`config.mk`:
```
export PLATFORM = sky130hd
export DESIGN_NAME = burst_fifo_filler_flat
export DESIGN_NICKNAME = d
export VERILOG_FILES = /design/src/rtl/burst_fifo_filler_if.sv /design/src/rtl/burst_fifo_filler.sv /design/src/flat_wrapper.sv
export SDC_FILE = /design/constraint.sdc
export NUM_CORES = 1
export LEC_CHECK = 0
export BUFFER_PORTS_ARGS = -buffer_cell sky130_fd_sc_hd__buf_2
export CAP_MARGIN = 30
export CORE_MARGIN = 1
export CORE_UTILIZATION = 45
export CTS_CLUSTER_DIAMETER = 200
export DETAILED_ROUTE_END_ITERATION = 12
export PLACE_DENSITY = 0.78
export SYNTH_ARGS = -nofsm -noshare
export SYNTH_HDL_FRONTEND = slang
export SYNTH_SLANG_ARGS = --single-unit
```
`constraint.sdc`:
```
create_clock -name clock -period 9.9 [get_ports clock]
set_input_delay 0.495 -clock clock [delete_from_list [all_inputs] [get_ports clock]]
set_output_delay 0.495 -clock clock [all_outputs]
set_load 0.02 [all_outputs]
```
`src/rtl/burst_fifo_filler_if.sv`:
```
// burst_fifo_filler_if: control, DDR read-port and queue-producer signals of the burst filler
// Ports: none; master modport is the filler side, slave modport is the environment side
// (control source, DDR arbiter and elastic queue).
interface burst_fifo_filler_if;
    logic        io_start;
    logic [31:0] io_addr;
    logic [15:0] io_words;
    logic        io_abort;
    logic        io_busy;
    logic        io_done;
    logic        io_ddr_rd;
    logic [31:0] io_ddr_addr;
    logic [7:0]  io_ddr_burstLength;
    logic        io_ddr_waitReq;
    logic        io_ddr_valid;
    logic [63:0] io_ddr_dout;
    logic        io_enq_valid;
    logic [63:0] io_enq_bits;
    logic [6:0]  io_count;
    logic        io_flush;

    modport master (
        input  io_start, io_addr, io_words, io_abort,
        input  io_ddr_waitReq, io_ddr_valid, io_ddr_dout, io_count,
        output io_busy, io_done, io_ddr_rd, io_ddr_addr, io_ddr_burstLength,
        output io_enq_valid, io_enq_bits, io_flush
    );

    modport slave (
        output io_start, io_addr, io_words, io_abort,
        output io_ddr_waitReq, io_ddr_valid, io_ddr_dout, io_count,
        input  io_busy, io_done, io_ddr_rd, io_ddr_addr, io_ddr_burstLength,
        input  io_enq_valid, io_enq_bits, io_flush
    );
endinterface

```
`src/rtl/burst_fifo_filler.sv`:
```
// burst_fifo_filler: DDR burst read engine that fills a 64-bit elastic queue under a credit check
// Ports: clock; reset (async, active-high); bus (master modport) carrying start/addr/words/abort,
// busy/done, the DDR read request and beat return, and the queue enq/flush/count signals.
module burst_fifo_filler #(
    parameter int BURST_LEN = 16,
    parameter int DEPTH = 64
) (
    input logic clock,
    input logic reset,
    burst_fifo_filler_if.master bus
);
    typedef enum logic [1:0] {IDLE, REQ, DRAIN} state_t;
    state_t state;
    logic [31:0] addr_q;
    logic [15:0] remaining;
    logic [6:0] inflight;
    logic [6:0] inflight_next;
    logic [7:0] len;
    logic [63:0] enq_bits_q;
    logic aborting;
    logic done_q;
    logic flush_q;
    logic enq_valid_q;
    logic credit;
    logic rd;
    logic accept;
    logic abort_now;
    logic discard;
    logic enq_next;
    logic drain_done;

    assign len = (remaining < 16'(BURST_LEN)) ? remaining[7:0] : 8'(BURST_LEN);
    // count+inflight only shrinks while a request waits, so rd never drops under waitReq
    assign credit = ({1'b0, bus.io_count} + {1'b0, inflight} + len) <= 8'(DEPTH);
    assign rd = state == REQ && credit && !bus.io_abort;
    assign accept = rd && !bus.io_ddr_waitReq;
    assign abort_now = bus.io_abort && state != IDLE;
    // once aborted, returning beats are only counted off, never enqueued
    assign discard = aborting || abort_now;
    assign enq_next = bus.io_ddr_valid && !discard;
    assign inflight_next = inflight + (accept ? len[6:0] : 7'd0) - 7'(enq_valid_q)
                         - 7'(bus.io_ddr_valid && discard);
    // looks one edge ahead so done lands the cycle right after the last enqueue
    assign drain_done = state == DRAIN && inflight_next == 7'd0 && !enq_next;

    always_ff @(posedge clock or posedge reset) begin
        if (reset) begin
            state <= IDLE;
            addr_q <= '0;
            remaining <= '0;
            inflight <= '0;
            enq_bits_q <= '0;
            aborting <= 1'b0;
            done_q <= 1'b0;
            flush_q <= 1'b0;
            enq_valid_q <= 1'b0;
        end else begin
            enq_valid_q <= enq_next;
            if (bus.io_ddr_valid) enq_bits_q <= bus.io_ddr_dout;
            inflight <= inflight_next;
            flush_q <= abort_now;
            done_q <= drain_done;
            case (state)
                IDLE: if (bus.io_start) begin
                    addr_q <= bus.io_addr;
                    remaining <= bus.io_words;
                    state <= (bus.io_words == 16'd0) ? DRAIN : REQ;
                end
                REQ: if (abort_now) begin
                    remaining <= '0;
                    aborting <= 1'b1;
                    state <= DRAIN;
                end else if (accept) begin
                    addr_q <= addr_q + {21'd0, len, 3'd0};
                    remaining <= remaining - {8'd0, len};
                    if (remaining == {8'd0, len}) state <= DRAIN;
                end
                DRAIN: begin
                    if (abort_now) aborting <= 1'b1;
                    if (drain_done) begin
                        aborting <= 1'b0;
                        state <= IDLE;
                    end
                end
                default: state <= IDLE;
            endcase
        end
    end

    assign bus.io_busy = state != IDLE;
    assign bus.io_done = done_q;
    assign bus.io_ddr_rd = rd;
    assign bus.io_ddr_addr = addr_q;
    assign bus.io_ddr_burstLength = len;
    assign bus.io_enq_valid = enq_valid_q;
    assign bus.io_enq_bits = enq_bits_q;
    assign bus.io_flush = flush_q;
endmodule
```
`src/flat_wrapper.sv`:
```
// flat-port wrapper written by rule: the top's interface ports become plain ports
module burst_fifo_filler_flat 
#(
    parameter int BURST_LEN = 16,
    parameter int DEPTH = 64
)
  (clock, reset, bus_io_start, bus_io_addr, bus_io_words, bus_io_abort, bus_io_ddr_waitReq, bus_io_ddr_valid, bus_io_ddr_dout, bus_io_count, bus_io_busy, bus_io_done, bus_io_ddr_rd, bus_io_ddr_addr, bus_io_ddr_burstLength, bus_io_enq_valid, bus_io_enq_bits, bus_io_flush);
  burst_fifo_filler_if bus_i ();
  input logic clock;
  input logic reset;
  input wire logic [$bits(bus_i.io_start)-1:0] bus_io_start;
  input wire logic [$bits(bus_i.io_addr)-1:0] bus_io_addr;
  input wire logic [$bits(bus_i.io_words)-1:0] bus_io_words;
  input wire logic [$bits(bus_i.io_abort)-1:0] bus_io_abort;
  input wire logic [$bits(bus_i.io_ddr_waitReq)-1:0] bus_io_ddr_waitReq;
  input wire logic [$bits(bus_i.io_ddr_valid)-1:0] bus_io_ddr_valid;
  input wire logic [$bits(bus_i.io_ddr_dout)-1:0] bus_io_ddr_dout;
  input wire logic [$bits(bus_i.io_count)-1:0] bus_io_count;
  output wire logic [$bits(bus_i.io_busy)-1:0] bus_io_busy;
  output wire logic [$bits(bus_i.io_done)-1:0] bus_io_done;
  output wire logic [$bits(bus_i.io_ddr_rd)-1:0] bus_io_ddr_rd;
  output wire logic [$bits(bus_i.io_ddr_addr)-1:0] bus_io_ddr_addr;
  output wire logic [$bits(bus_i.io_ddr_burstLength)-1:0] bus_io_ddr_burstLength;
  output wire logic [$bits(bus_i.io_enq_valid)-1:0] bus_io_enq_valid;
  output wire logic [$bits(bus_i.io_enq_bits)-1:0] bus_io_enq_bits;
  output wire logic [$bits(bus_i.io_flush)-1:0] bus_io_flush;
  assign bus_i.io_start = bus_io_start;
  assign bus_i.io_addr = bus_io_addr;
  assign bus_i.io_words = bus_io_words;
  assign bus_i.io_abort = bus_io_abort;
  assign bus_i.io_ddr_waitReq = bus_io_ddr_waitReq;
  assign bus_i.io_ddr_valid = bus_io_ddr_valid;
  assign bus_i.io_ddr_dout = bus_io_ddr_dout;
  assign bus_i.io_count = bus_io_count;
  assign bus_io_busy = bus_i.io_busy;
  assign bus_io_done = bus_i.io_done;
  assign bus_io_ddr_rd = bus_i.io_ddr_rd;
  assign bus_io_ddr_addr = bus_i.io_ddr_addr;
  assign bus_io_ddr_burstLength = bus_i.io_ddr_burstLength;
  assign bus_io_enq_valid = bus_i.io_enq_valid;
  assign bus_io_enq_bits = bus_i.io_enq_bits;
  assign bus_io_flush = bus_i.io_flush;
  burst_fifo_filler #(.BURST_LEN(BURST_LEN), .DEPTH(DEPTH)) u_core (.clock(clock), .reset(reset), .bus(bus_i));
endmodule
```
* After elaboration in Yosys (flattened, before gate mapping) *
Index checks and enable logic that the tools add are counted.

cells by class
  add/subtract/negate cells = 7
  reductions and logical operators = 22
  equal/unequal tests = 9
  $lt $le $gt $ge = 2
  multiplexer cells = 20

operators by type and width
  kind                                                          number
  2-to-1 mux 32 bit                                             3
  one-hot mux 32 bit (2 select lines)                           1
  2-to-1 mux 16 bit                                             3
  adder 32 x 11 -> 32 bit                                       1
  one-hot mux 16 bit (2 select lines)                           1
  equality test 16 x 8 -> 1 bit                                 1
  zero test 16 bit                                              1
  less-than comparator 16 x 5 -> 1 bit (second input constant)  1
  subtractor 16 x 8 -> 16 bit                                   1
  subtractor 7 x 1 -> 7 bit                                     2
  2-to-1 mux 2 bit                                              6
  adder 7 x 7 -> 8 bit                                          1
  adder 8 bit                                                   1
  <= comparator 8 x 7 -> 1 bit (second input constant)          1
  logical AND 1 bit                                             8
  2-to-1 mux 8 bit                                              1
  AND reduction 4 bit                                           2
  adder 7 bit                                                   1
  zero test 7 bit                                               1
  2-to-1 mux 7 bit                                              1
  one-hot mux 2 bit (3 select lines)                            1
  nonzero test 2 bit                                            3
  zero test 1 bit                                               4
  inequality test 2 x 1 -> 1 bit (second input constant)        2
  other kinds (10)                                              12

word-level totals
  output and inout bits = 109
  register bits = 125
  logic and storage cells = 69

* Depth between registers and ports, before layout *
Gate-level depths: netlist of run 1.

  word-level depth = 16
  gate-level depth with buffers = 30
  depth with buffers taken out = 29

* Worst setup path before layout of run 1 *
OpenSTA, ideal clock, no wires.

  path type = flip-flop to flip-flop
  start = register u_core.remaining[6]
  end = register u_core.state[1]
  data arrival time = 7.743 ns
  clock period less this slack = 7.868 ns
  stages on the path, launching flop included = 31
  slack = 2.032 ns
  path through = dfrtp_1 > or4_1 > buf_6 > nor4_4 > nand2b_1 > inv_1 > nand2_1 > inv_1 > fa_1 > ha_1 > inv_1 > fa_1 > nand2b_1 > a21oi_1 > xor2_1 > o31ai_1 > and3_1 > and2_1 > fa_1 > inv_1 > fa_1 > or2_2 > fa_1 > nor2b_1 > nor3_1 > o21bai_1 > a21oi_1 > xnor2_1 > or3b_2 > o41ai_4 > mux2_4

on the way
  longest elaborated chain between the ends = 16
  elaborated cells between the ends (all ways) = 19
  those cells by class = add/sub (4); order compare (2); eq/ne (4); mux (2); reduce/logical (7)

RTL lines
  item                                          line                     text
  start, declared                               burst_fifo_filler.sv:15  logic [15:0] remaining;
  start signal, assigned                        burst_fifo_filler.sv:66  remaining <= bus.io_words;
  start signal, assigned                        burst_fifo_filler.sv:75  remaining <= remaining - {8'd0, len};
  less-than comparator 16 x 5 -> 1 bit (*)      burst_fifo_filler.sv:32  assign len = (remaining < 16'(BURST_LEN)) ? remaining[7:0] : 8'(BURST_LEN);
  2-to-1 mux 8 bit (*)                          burst_fifo_filler.sv:32
  named net bus_io_ddr_burstLength[4]           flat_wrapper.sv:23       output wire logic [$bits(bus_i.io_ddr_burstLength)-1:0] bus_io_ddr_burstLength;
  adder 8 bit                                   burst_fifo_filler.sv:34  assign credit = ({1'b0, bus.io_count} + {1'b0, inflight} + len) <= 8'(DEPTH);
  <= comparator 8 x 7 -> 1 bit                  burst_fifo_filler.sv:34
  logical AND 1 bit (2 in a row)                burst_fifo_filler.sv:35  assign rd = state == REQ && credit && !bus.io_abort;
  logical AND 1 bit                             burst_fifo_filler.sv:36  assign accept = rd && !bus.io_ddr_waitReq;
  2-to-1 mux 7 bit (*)                          burst_fifo_filler.sv:41  assign inflight_next = inflight + (accept ? len[6:0] : 7'd0) - 7'(enq_valid_q)
  adder 7 bit (*)                               burst_fifo_filler.sv:41
  subtractor 7 x 1 -> 7 bit (*)                 burst_fifo_filler.sv:41
  subtractor 7 x 1 -> 7 bit (*)                 burst_fifo_filler.sv:42  - 7'(bus.io_ddr_valid && discard);
  named net u_core.inflight_next[6]             burst_fifo_filler.sv:17  logic [6:0] inflight_next;
  zero test 7 bit (*)                           burst_fifo_filler.sv:44  assign drain_done = state == DRAIN && inflight_next == 7'd0 && !enq_next;
  logical AND 1 bit (*) (2 in a row)            burst_fifo_filler.sv:44
  inequality test 2 x 1 -> 1 bit (no line) (*)  --
  AND reduction 4 bit (no line) (*)             --
  end signal, assigned                          burst_fifo_filler.sv:67  state <= (bus.io_words == 16'd0) ? DRAIN : REQ;
  end, declared                                 burst_fifo_filler.sv:13  state_t state;

Mark *: on every way through the listed nets, which the timed path passes. The rest lies on a longest branch.
A chain may end at the register's enable or synchronous reset.

* Worst setup path in the final report of run 1 *
  start = register u_core.remaining[6]
  end = register u_core.state[1]

on the way
  longest elaborated chain between the ends = 16
  elaborated cells between the ends (all ways) = 19
  those cells by class = add/sub (4); order compare (2); eq/ne (4); mux (2); reduce/logical (7)

RTL lines
  item                                          line
  less-than comparator 16 x 5 -> 1 bit          burst_fifo_filler.sv:32
  2-to-1 mux 8 bit (*)                          burst_fifo_filler.sv:32
  adder 8 bit                                   burst_fifo_filler.sv:34
  <= comparator 8 x 7 -> 1 bit                  burst_fifo_filler.sv:34
  logical AND 1 bit (2 in a row)                burst_fifo_filler.sv:35
  logical AND 1 bit                             burst_fifo_filler.sv:36
  2-to-1 mux 7 bit (*)                          burst_fifo_filler.sv:41
  adder 7 bit (*)                               burst_fifo_filler.sv:41
  subtractor 7 x 1 -> 7 bit (*)                 burst_fifo_filler.sv:41
  subtractor 7 x 1 -> 7 bit (*)                 burst_fifo_filler.sv:42
  named net u_core.inflight_next[6]             burst_fifo_filler.sv:17
  zero test 7 bit (*)                           burst_fifo_filler.sv:44
  logical AND 1 bit (*) (2 in a row)            burst_fifo_filler.sv:44
  inequality test 2 x 1 -> 1 bit (no line) (*)  --
  AND reduction 4 bit (no line) (*)             --

Marked as above.

==> summary.txt, run 1 <==
Layout area overhead - 28.2%
PnR Total Power - 2.75 mW
worst stage delay on the critical path - 0.69 ns
buffers added on ports - 230
Worst path slowest cell - or4_1
total track usage - 23.9%
power per standard cell area - 309 nW/um^2
Yosys top cell by area - dfrtp_1
Starting Density - 45.9%
CTS buffer count - 17
area share of fa/ha/maj cells after synthesis - 8.68%
Synth Register Bits - 125
Compound-Gate Fraction of Synth Area - 15.1%
Critical Setup Path Class - flip-flop to flip-flop
Max Fclk - 116 MHz
worst path required time - 10.20 ns
fin. max-slew vios - 0
Remaining DRCs - 0
Worst Tran Pin Value - 1.03 ns
Tightest Hold Check Type - input pin to async pin
Avg Cell Area, Syn - 10.1 sq um
final WL - 18.7 mm
chip height - 126 um
Tcrit/Tclk final - 86.9%
instance count of the mapped netlist - 687
final count of hold timing violations - 0
slack of the critical path - 1.29 ns
area share of and/or/nand/nor cells after synthesis - 13.0%
Vias/cell - 5.42
CTS tree - done
Synth Flop Type - dfrtp_1
CP Capture Type - flip-flop
sequential fraction of the synthesis area - 45.0%
Synth cell types - 65
Core Footprint - 15100 sq um
dpl ws - 1.44 ns
H-tree levels - 4
crit path max fanout - 8
DR iter-0 viols - 443
vias in the first global route - 5851
Root Driver - clkbuf_16
hold_buf cts - 0
status - complete, no violations
Die X-Extent - 126 um
VDD IR max - 0.000162 V
Worst-Skew Late Latency - 0.42 ns
Clock Path Buffers - 2
Lkg Pwr - 4.28 nW
Syn. warnings - 0
first-pass GRT wire length - 29.7 mm
Slew Limit Headroom - 30.2%
GP Congestion - 0.865
total negative slack - 0 ns
Synth area leaders - dfrtp_1 45%, mux2_2 10%, ha_1 5.2%
Post-synth EDFFs - 0
Setup Buffers After CTS - 0
clock sink total - 125
Finished Core Util - 58.9%
clk slew on worst S/H paths - 0.06 ns
top cell type's share of synthesized area - 45.0%
largest family of logic cells by synthesized area - compound AO/OA/AOI/OAI gates
Max Cap Violations - 0
cts repair resizes - 0
arrival time worst endpoint - 8.91 ns
Die ar. - 15900 sq um
final worst path period need - 8.61 ns
CP most frequent cell - fa_1
TritonRoute pass-1 iters - 4
# nets final - 1086
Worst setup SP type - flip-flop
WL per Instance - 16.7 um
multiplexer area fraction after synthesis - 11.6%
largest net degree at the start of global routing - 67
Final setup viols - 0
via count - 6081
initial antenna violation count - 1
RSZ-0062 raised after global routing - no
site row count - 45
post-route ant nets - 0
layout cells sized above 1 - 37.7%
asr flop ratio synth - 100%
Overflow after GRT - 0
dpl hpwl - 14.1 mm
Cell Area, Synth - 6950 sq um
XOR/XNOR Fraction of Synth Area - 2.02%
IO Pins - 234
clock skew - 0.0104 ns
[routing by layer]
metal	wire length (um)	GRT usage, %	vias to the layer above
li1	-	-	2901
met3	808	4.93	41
met1	8150	31.2	2950
met2	9230	39.0	189
met5	0	0	-
met4	546	9.71	0
[cells by family (layout without fill, tap and decap cells)]
logic type,after synthesis,in the layout
multiplexers,72,72
other,2,11
adder cells (fa/ha/maj),41,41
buffers and inverters,75,313
AND/OR/NAND/NOR,179,179
XOR/XNOR,16,16
AO/OA/AOI/OAI,177,177
flip-flops,125,125
[power breakdown]
part	internal [mW]	switching, mW
Sequential	0.658	0.129
Combinational	0.506	0.795
Clock	0.405	0.257
[cell usage after synthesis (4+ instances only)]
master    instances
a211oi_1          4
a21oi_1          63
a22oi_1           6
and2_1            7
and3_1            7
buf_2             4
clkbuf_1         21
dfrtp_1         125
fa_1             12
ha_1             29
inv_1            44
mux2_2           64
mux2i_1           6
nand2_1          56
nand2b_1          7
nand3_1          10
nor2_1           31
nor2b_1           7
nor3_1           19
nor3b_1           5
nor4_1            6
o21ai_0          57
o22ai_1          13
or2_2             4
or3_1             4
or3_2             4
xnor2_1          10
xor2_1            6
[registers in the layout, indices dropped and copies added, names as in the netlist]
signal,count
u_core.bus.io_enq_bits,64
u_core.bus.io_ddr_addr,32
u_core.remaining,16
u_core.inflight,7
u_core.state,2
u_core.aborting,1
u_core.bus.io_done,1
u_core.bus.io_enq_valid,1
u_core.bus.io_flush,1
[placed cells by master, fill, tap and decap left out, drive strengths merged, types with 4 or more instances in the layout]
| cell | synthesis | routed |
|---|---|---|
| a211oi | 4 | 4 |
| a21oi | 64 | 64 |
| a22oi | 6 | 6 |
| and2 | 7 | 7 |
| and3 | 8 | 8 |
| buf | 9 | 236 |
| clkbuf | 21 | 17 |
| conb | 2 | 10 |
| dfrtp | 125 | 125 |
| fa | 12 | 12 |
| ha | 29 | 29 |
| inv | 45 | 54 |
| mux2 | 65 | 65 |
| mux2i | 7 | 7 |
| nand2 | 57 | 57 |
| nand2b | 7 | 7 |
| nand3 | 10 | 10 |
| nor2 | 31 | 31 |
| nor2b | 7 | 7 |
| nor3 | 19 | 19 |
| nor3b | 5 | 5 |
| nor4 | 7 | 7 |
| o21ai | 58 | 58 |
| o22ai | 13 | 13 |
| or2 | 4 | 4 |
| or3 | 8 | 8 |
| xnor2 | 10 | 10 |
| xor2 | 6 | 6 |
[stage by stage]
step                      hold slack, ns  cell area (sq um)  std cells
after floorplan                    0.454               6980        695
after global placement             0.466               8270       1087
after detailed placement           0.472               8290       1089
after CTS                          0.237               8910       1121
after global routing               0.284               8910       1122
final                              0.220               8910       1122
[layout make-up]
type | instances | area [sq um]
Fill cell | 1331 | 6230
Multi-Input combinational cell | 495 | 3550
Sequential cell | 125 | 3130
Timing Repair Buffer | 236 | 1200
Clock buffer | 17 | 425
Tap cell | 188 | 235
Clock inverter | 15 | 198
Inverter | 45 | 171
Antenna cell | 1 | 2.50
[worst max-delay path: cells and delay by family, from the launching register on]
family | cells | cell delay [ns]
AND/OR/NAND/NOR | 11 | 3.31
adder cells (fa/ha/maj) | 6 | 2.17
AO/OA/AOI/OAI | 5 | 1.36
buffers and inverters | 4 | 0.61
flip-flops | 1 | 0.41
multiplexers | 1 | 0.33
XOR/XNOR | 2 | 0.29
[worst paths after layout]
path	startpoint	end	slack (ns)	cells past startpoint
worst max-delay path	u_core.remaining[6]$_DFFE_PP0P_	u_core.state[1]$_DFFE_PP0P_	1.29	29
max in group asynchronous	reset	u_core.bus.io_ddr_addr[7]$_DFFE_PP0P_	8.35	3
worst min-delay path	reset	u_core.bus.io_enq_bits[4]$_DFFE_PP0P_	0.22	2
min in group clock	bus_io_ddr_dout[47]	u_core.bus.io_enq_bits[47]$_DFFE_PP0P_	0.30	2
worst max register to register	u_core.remaining[6]$_DFFE_PP0P_	u_core.state[1]$_DFFE_PP0P_	1.29	29
worst min register to register	u_core.bus.io_ddr_addr[2]$_DFFE_PP0P_	u_core.bus.io_ddr_addr[2]$_DFFE_PP0P_	0.48	2
No activity file was read; power rests on OpenSTA's default activity.
==> run 2, diff against run 1 <==
CELL_PAD_IN_SITES_DETAIL_PLACEMENT = 2   (was not set)
CELL_PAD_IN_SITES_GLOBAL_PLACEMENT = 2   (was not set)
CORE_ASPECT_RATIO = 2   (was not set)
CORE_UTILIZATION = 31   (was 45)
PLACE_DENSITY = 0.86   (was 0.78)
==> summary.txt, run 2 (same netlist as run 1, synthesis figures left out) <==
status - complete, no violations (unchanged)
WL per Instance - 21.2 um (was 16.7 um)
Final setup viols - 0 (unchanged)
Slew Limit Headroom - 35.0% (was 30.2%)
first-pass GRT wire length - 39.4 mm (was 29.7 mm)
power per standard cell area - 312 nW/um^2 (was 309 nW/um^2)
dpl hpwl - 19.8 mm (was 14.1 mm)
Worst path slowest cell - o31ai_1 (was or4_1)
Lkg Pwr - 4.30 nW (was 4.28 nW)
total track usage - 22.9% (was 23.9%)
Max Cap Violations - 0 (unchanged)
power share of the combinational group - 48.3% (was 47.3%)
chip height - 214 um (was 126 um)
Clk pwr share - 23.3% (was 24.1%)
worst path required time - 10.22 ns (was 10.20 ns)
layout cells sized above 1 - 37.8% (was 37.7%)
final count of hold timing violations - 0 (unchanged)
switching part of the total power - 44.5% (was 42.9%)
Layout area overhead - 30.3% (was 28.2%)
Critical Setup Path Class - flip-flop to flip-flop (unchanged)
Root Driver - clkbuf_16 (unchanged)
Die ar. - 23100 sq um (was 15900 sq um)
Switch Pwr - 1.26 mW (was 1.18 mW)
buffers added on ports - 230 (unchanged)
hold_buf cts - 0 (unchanged)
Vias/cell - 5.19 (was 5.42)
Starting Density - 31.5% (was 45.9%)
via count - 6304 (was 6081)
# nets final - 1090 (was 1086)
VDD IR max - 0.000141 V (was 0.000162 V)
Remaining DRCs - 0 (unchanged)
Int Pwr - 1.57 mW (about the same)
Worst setup SP type - flip-flop (unchanged)
RSZ-0062 raised after global routing - no (unchanged)
post-route ant nets - 0 (unchanged)
H-tree levels - 4 (unchanged)
commonest non-fill, non-tap cell in the layout - buf_2 (unchanged)
hold_ws - 0.289 ns (was 0.220 ns)
Worst Tran Pin Value - 0.975 ns (was 1.03 ns)
Fillers - 2420 (was 1331)
CP most frequent cell - fa_1 (unchanged)
CP Capture Type - flip-flop (unchanged)
commonest cells after routing, fill and taps aside - 230 x buf_2, 125 x dfrtp_1, 64 x mux2_2 (unchanged)
final worst path period need - 8.79 ns (was 8.61 ns)
Die X-Extent - 108 um (was 126 um)
largest net degree at the start of global routing - 74 (was 67)
Tightest Hold Check Type - input pin to flip-flop (was input pin to async pin)
CTS buffer count - 17 (unchanged)
clock skew - 0.0107 ns (was 0.0104 ns)
arrival time worst endpoint - 9.10 ns (was 8.91 ns)
CTS tree - done (unchanged)
DR iter-0 viols - 226 (was 443)
Setup Buffers After CTS - 0 (unchanged)
vias in the first global route - 7402 (was 5851)
max reg flops - 64 (unchanged)
fin. max-slew vios - 0 (unchanged)
crit path max fanout - 8 (unchanged)
IO Pins - 234 (unchanged)
CP delay by family, top - simple AND/OR/NAND/NOR gates (unchanged)
Core Footprint - 22100 sq um (was 15100 sq um)
Overflow after GRT - 0 (unchanged)
cts repair resizes - 0 (unchanged)
worst stage delay on the critical path - 0.70 ns (was 0.69 ns)
total negative slack - 0 ns (unchanged)
initial antenna violation count - 3 (was 1)
Max Fclk - 114 MHz (was 116 MHz)
CP bufs+invs - 4 (unchanged)
GP Congestion - 0.799 (was 0.865)
site row count - 77 (was 45)
clock sink total - 125 (unchanged)
Worst-Skew Late Latency - 0.44 ns (was 0.42 ns)
Flop pwr share - 28.4% (was 28.6%)
final WL - 25.8 mm (was 18.7 mm)
clk slew on worst S/H paths - 0.06 ns (about the same)
Tcrit/Tclk final - 88.7% (was 86.9%)
TritonRoute pass-1 iters - 4 (unchanged)
Clock Path Buffers - 2 (unchanged)
run 2: power by group through the flow:
stage | sequential, mW | clock [mW] | combinational [mW]
finish | 0.802 | 0.658 | 1.37
global route | 0.819 | 0.687 | 1.52
CTS | 0.804 | 0.673 | 1.38
detailed placement | 0.810 | 0 | 1.37
global placement | 0.801 | 0 | 1.30
floorplan | 0.871 | 0 | 0.848
run 2: worst register-to-register path, delay by kind of cell (launching register included):
kind	cells	cell delay, ns
compound gates	5	1.39
xor+xnor	2	0.29
fa+ha+maj	6	2.13
buf+inv	4	0.64
flops	1	0.41
mux	1	0.33
simple gates	11	3.47
run 2: final timing paths:
| kind | startpoint | endpoint | slack [ns] | depth (start not counted) |
|---|---|---|---|---|
| max in group asynchronous | reset | u_core.remaining[5]$_DFFE_PP0P_ | 7.97 | 5 |
| setup reg to reg | u_core.remaining[6]$_DFFE_PP0P_ | u_core.state[1]$_DFFE_PP0P_ | 1.11 | 29 |
| min in group asynchronous | reset | u_core.bus.io_enq_bits[21]$_DFFE_PP0P_ | 0.53 | 3 |
| hold reg to reg | u_core.bus.io_ddr_addr[0]$_DFFE_PP0P_ | u_core.bus.io_ddr_addr[0]$_DFFE_PP0P_ | 0.50 | 2 |
| setup / recovery | u_core.remaining[6]$_DFFE_PP0P_ | u_core.state[1]$_DFFE_PP0P_ | 1.11 | 29 |
| hold / removal | bus_io_ddr_dout[42] | u_core.bus.io_enq_bits[42]$_DFFE_PP0P_ | 0.29 | 2 |
run 2: layer usage:
| metal | wire (um) | part of all wire [%] | global-route usage, % |
|---|---|---|---|
| met5 | 13 | 0.050 | 0 |
| met4 | 794 | 3.1 | 9.21 |
| met2 | 15400 | 60 | 46.0 |
| met1 | 8630 | 33 | 21.5 |
| met3 | 943 | 3.7 | 5.17 |
run 2: final cells by class:
cell class | instances | area, sq um | share of cell area, %
Multi-Input combinational cell | 495 | 3550 | 39.2
Sequential cell | 125 | 3130 | 34.5
Timing Repair Buffer | 240 | 1250 | 13.8
Clock buffer | 18 | 429 | 4.74
Tap cell | 276 | 345 | 3.81
Clock inverter | 14 | 180 | 1.99
Inverter | 45 | 171 | 1.89
Antenna cell | 2 | 5.00 | 0.0552
run 2: per-stage QoR:
step	power, mW	utilization, %	instances	cell area, sq um	setup WS, ns
after floorplan	1.72	-	695	6980	2.03
after global placement	2.10	38.1	1179	8410	1.58
after detailed placement	2.18	38.1	1179	8410	1.14
after CTS	2.86	40.9	1211	9020	1.09
after global routing	3.02	41.0	1214	9060	0.622
final	2.82	41.1	1215	9060	1.11
